===== config.mk =====
export PLATFORM = sky130hd
export DESIGN_NAME = gray_code_generator
export DESIGN_NICKNAME = d
export VERILOG_FILES = /design/src/rtl/gray_code_generator.sv
export SDC_FILE = /design/constraint.sdc
export NUM_CORES = 1
export LEC_CHECK = 0
export ABC_AREA = 1
export ABC_CLOCK_PERIOD_IN_PS = 2000
export CAP_MARGIN = 15
export CELL_PAD_IN_SITES_DETAIL_PLACEMENT = 0
export CELL_PAD_IN_SITES_GLOBAL_PLACEMENT = 1
export CORE_AREA = 2 2 43 45
export CTS_BUF_LIST = sky130_fd_sc_hd__clkbuf_4
export CTS_CLUSTER_SIZE = 28
export DETAILED_ROUTE_END_ITERATION = 7
export DIE_AREA = 0 0 45 47
export PLACE_DENSITY = 0.86
export SYNTH_ARGS = -nofsm -noshare
export SYNTH_HDL_FRONTEND = slang
export SYNTH_SLANG_ARGS = --single-unit

===== constraint.sdc =====
create_clock -name clk -period 2 [get_ports clk]
set_input_delay 0.4 -clock clk [delete_from_list [all_inputs] [get_ports clk]]
set_output_delay 0.4 -clock clk [all_outputs]
set_load 0.005 [all_outputs]

===== src/rtl/gray_code_generator.sv =====
// Free-running 3-bit Gray code source with programmable dwell, up/down stepping,
// load, start/stop, consumer back-pressure and a wrap pulse; all outputs registered.
module gray_code_generator #(
   parameter int HOLD_CYCLES = 4
) (
   input  logic       clk,
   input  logic       rst_n,
   input  logic       start,
   input  logic       stop,
   input  logic       dir,
   input  logic       load,
   input  logic [2:0] load_val,
   input  logic       ready,
   output logic       w,
   output logic       x,
   output logic       y,
   output logic       valid,
   output logic       wrap
);

   localparam int DW = (HOLD_CYCLES > 1) ? $clog2(HOLD_CYCLES) : 1;
   localparam logic [DW-1:0] DWELL_LAST = DW'(HOLD_CYCLES - 1);

   typedef enum logic {IDLE = 1'b0, RUN = 1'b1} state_t;

   state_t          state, state_nxt;
   logic [2:0]      bin, bin_nxt;
   logic [DW-1:0]   dwell, dwell_nxt;
   logic            wrap_nxt;
   logic [2:0]      gray_nxt;
   logic            valid_nxt;

   always_ff @(posedge clk or negedge rst_n) begin
      if (!rst_n) begin
         state <= IDLE;
         bin   <= 3'd0;
         dwell <= '0;
      end else begin
         state <= state_nxt;
         bin   <= bin_nxt;
         dwell <= dwell_nxt;
      end
   end

   always_comb begin
      state_nxt = state;
      case (state)
         IDLE:    if (start && !stop) state_nxt = RUN;
         RUN:     if (stop) state_nxt = IDLE;
         default: state_nxt = IDLE;
      endcase
   end

   // Dwell survives stop/start so a resumed run finishes the interrupted hold.
   always_comb begin
      bin_nxt   = bin;
      dwell_nxt = dwell;
      wrap_nxt  = 1'b0;
      if (load) begin
         bin_nxt   = load_val;
         dwell_nxt = '0;
      end else if (state == RUN && !stop && ready) begin
         if (dwell == DWELL_LAST) begin
            dwell_nxt = '0;
            if (dir) begin
               bin_nxt  = bin + 3'd1;
               wrap_nxt = (bin == 3'd7);
            end else begin
               bin_nxt  = bin - 3'd1;
               wrap_nxt = (bin == 3'd0);
            end
         end else begin
            dwell_nxt = dwell + DW'(1);
         end
      end
   end

   always_comb begin
      gray_nxt  = {bin_nxt[2], bin_nxt[2] ^ bin_nxt[1], bin_nxt[1] ^ bin_nxt[0]};
      valid_nxt = (state_nxt == RUN);
   end

   // Outputs register the next-state view so they track bin/state on the same edge.
   always_ff @(posedge clk or negedge rst_n) begin
      if (!rst_n) begin
         w     <= 1'b0;
         x     <= 1'b0;
         y     <= 1'b0;
         valid <= 1'b0;
         wrap  <= 1'b0;
      end else begin
         {w, x, y} <= gray_nxt;
         valid     <= valid_nxt;
         wrap      <= wrap_nxt;
      end
   end

endmodule


==> impl_metrics.ini <==
[outcome]
run_status = finished, final reports clean

[global_routing]
antenna_found_initial = 0
all_layer_gr_usage_pct = 12.3
grt_start_max_net_pins = 10
first_global_vias = 426
globalRouteOverflowTotal = 0
grt_first_pass_wirelength_um = 1800

[sta]
finalWorstPathRequiredPeriod_ps = 1750
finalHoldViolations = 0
normalized_max_slew_margin_pct = 71.0
worst_margin_slew_ps = 433
count_of_endpoints_failing_setup_in_the_final_report = 0
post-route-period-util_pct = 87.5
grt_setup_unrepaired = no
maxClockFrequency_ghz = 0.571
report.final.slew_viol_count = 0
clock-skew-final_ps = 1.76
finalWorstSetupSlack_ps = 249

[die]
effective_utilization_at_floorplan_pct = 32.7
die_w_um = 45
die_height_um = 47
io_pins = 15
fp.dieArea_mm2 = 0.00212
core_mm2 = 0.00165
number_of_rows_in_the_core_area = 15

[route]
post-route-drc-count = 0
post_route_wl_um = 1100
wl_met3_um = 72
highest_layer = met3
drtIter0Drc = 1
ant_nets = 0
vias = 495
wl_met2_um = 548
wl_met1_um = 478
vias_per_cell = 4.76
first_pass_iters = 5
routedWlPerCell_um = 10.6

[synthesis]
synth_compound_area_share_pct = 7.19
avgSynthCellArea_um2 = 7.93
yosys_register_bits = 9
simple_gate_area_share_of_the_yosys_netlist_pct = 36.4
synthesis.nets = 80
postSynthCellCount = 68
yosys_warnings = 0
synthesis.area_um2 = 539
synth_adder_area_share_pct = 6.03
yosys.area_share.xor_xnor_pct = 1.62
synth_top_family_by_area = simple AND/OR/NAND/NOR gates
ys_seq_area_share_pct = 41.8
synth.lib_cells_used.distinct = 19
synthMuxAreaShare_pct = 0

[place]
place_hpwl_um = 892
port_buffers = 14
numPlacedInstances = 100
gp_congestion = 0.758
dpl_worst_slack_ps = -45.0

[cts]
cts_resized = 0
cts.reportedPaths.clkPinSlew_ps = 60
clock_sink_count = 9
clockRootBuffer = sky130_fd_sc_hd__clkbuf_4
tritoncts.num_buffers = 3
cts_tree = yes
cts_setup_buffers = 0
h-tree-depth = 1
cts_hold_buf = 0
clock_tree.buffer_depth = 2
worstSkewPairLatency_ps = 260

[setup_path]
critPathCaptureType = flip-flop
worst_r2r_endpoint = x
crit_fanout = 4
critical_path.startpoint = dir
worst_r2r_setup_slack_ps = 370
worst_path_max_delay_cell = sky130_fd_sc_hd__fa_1
cp-start-kind = input pin
crit_path_cell_trace = clkdlybuf4s50_1 -> fa_1 -> nand2_1 -> o21ai_0 -> nand2_1 -> nand3_1 -> nand2_2 -> inv_1 -> nand3_1 -> nand2_1
worst-endpoint-required_ps = 2160
worstRegToRegCells = 10
cp_common_cell = sky130_fd_sc_hd__nand2_1
max_stage_delay_ps = 490
timing.setup.critical_path_class = in -> reg
arrival_time_of_the_worst_setup_path_ps = 1910
rr_startpoint = bin[0]

[cells_and_area]
drive_above_1_share_pct = 13.8
area_growth_pct = 36.9
n_antenna_cell = 0
finish.net_count = 100
finish.utilization_pct = 44.7
layoutNonFillerInstCount = 104

[pwr]
cellLeakagePower_nw = 0.354
power-per-cell-area_mw_per_mm2 = 629
fin_total_pwr_mw = 0.464
vdd_ir_drop_max_mv = 0.441

[worst_hold_path]
holdCritPathClass = in -> async

[flow_run]
max_cap_violations = 0
-- per-stage QoR --
step	TNS (ps)	instance area, um2	hold WS, ps
final	0	738	443
after global routing	0	738	470
after CTS	0	738	452
after detailed placement	-74.3	708	487
after global placement	-24.1	708	481
after floorplan	0	539	104
-- worst max-delay path by stage --
stage	to	slack [ps]
final	x	250
after global routing	x	80
after floorplan	x	500
after detailed placement	x	-40
after CTS	x	240
after global placement	x	-20
-- cells in the final DEF (no fill, tap or decap), drive strengths merged --
| cell | synthesis | final |
|---|---|---|
| fa | 1 | 1 |
| clkdlybuf4s50 | 0 | 14 |
| ha | 1 | 1 |
| a21boi | 1 | 1 |
| xor2 | 1 | 1 |
| or2 | 1 | 1 |
| nor3 | 2 | 2 |
| inv | 10 | 10 |
| dfrtp | 9 | 9 |
| buf | 0 | 1 |
| nand3 | 9 | 9 |
| nand2 | 21 | 21 |
| nand4 | 1 | 1 |
| o21ai | 4 | 4 |
| clkbuf | 0 | 4 |
| nor2 | 6 | 6 |
| o31ai | 1 | 1 |
-- critical path: cells and delay by family --
| kind | cells | cell delay [ps] |
|---|---|---|
| AND/OR/NAND/NOR | 6 | 430 |
| AO/OA/AOI/OAI | 1 | 80 |
| adder cells (fa/ha/maj) | 1 | 490 |
| buffers and inverters | 2 | 510 |
-- cell usage after synthesis (all sizes together) --
cell | instances | share of area, %
nand2 | 21 | 16
inv | 10 | 7.0
dfrtp | 9 | 42
nand3 | 9 | 11
nor2 | 6 | 6.0
o21ai | 4 | 4.4
nor3 | 2 | 1.9
a21boi | 1 | 1.4
fa | 1 | 3.7
ha | 1 | 2.3
nand4 | 1 | 1.2
o31ai | 1 | 1.4
or2 | 1 | 1.2
xor2 | 1 | 1.6
-- state kept, by name (all words and copies together), names as in the netlist --
signal and count:
bin 3, y 1, dwell 2, x 1
wrap 1, valid 1
-- logic make-up after synthesis --
kind of cell | after synthesis
compound gates | 6
xor+xnor | 1
fa+ha+maj | 2
buf+inv | 10
flops | 9
simple gates | 40
-- final cells by class --
cell class	count	area (um2)
multi-input cells	49	277
repair buffers	15	148
inverters	10	37.5
fillers	176	913
clock buffers	4	30.0
flip-flops and latches	9	225
well taps	17	21.3
-- layer usage --
| metal | up-vias | track usage, % |
|---|---|---|
| li1 | 257 | - |
| met1 | 224 | 14.4 |
| met2 | 14 | 20.0 |
| met3 | 0 | 6.15 |
| met4 | 0 | 3.53 |
| met5 | - | 0 |
-- power by group --
group | internal, mW | switching [mW] | leakage (nW)
sequential | 0.197 | 0.00929 | 0.114
clock | 0.0905 | 0.0645 | 0.0184
combinational | 0.0531 | 0.0504 | 0.222
Note: power is estimated with default switching activity, not from simulation.
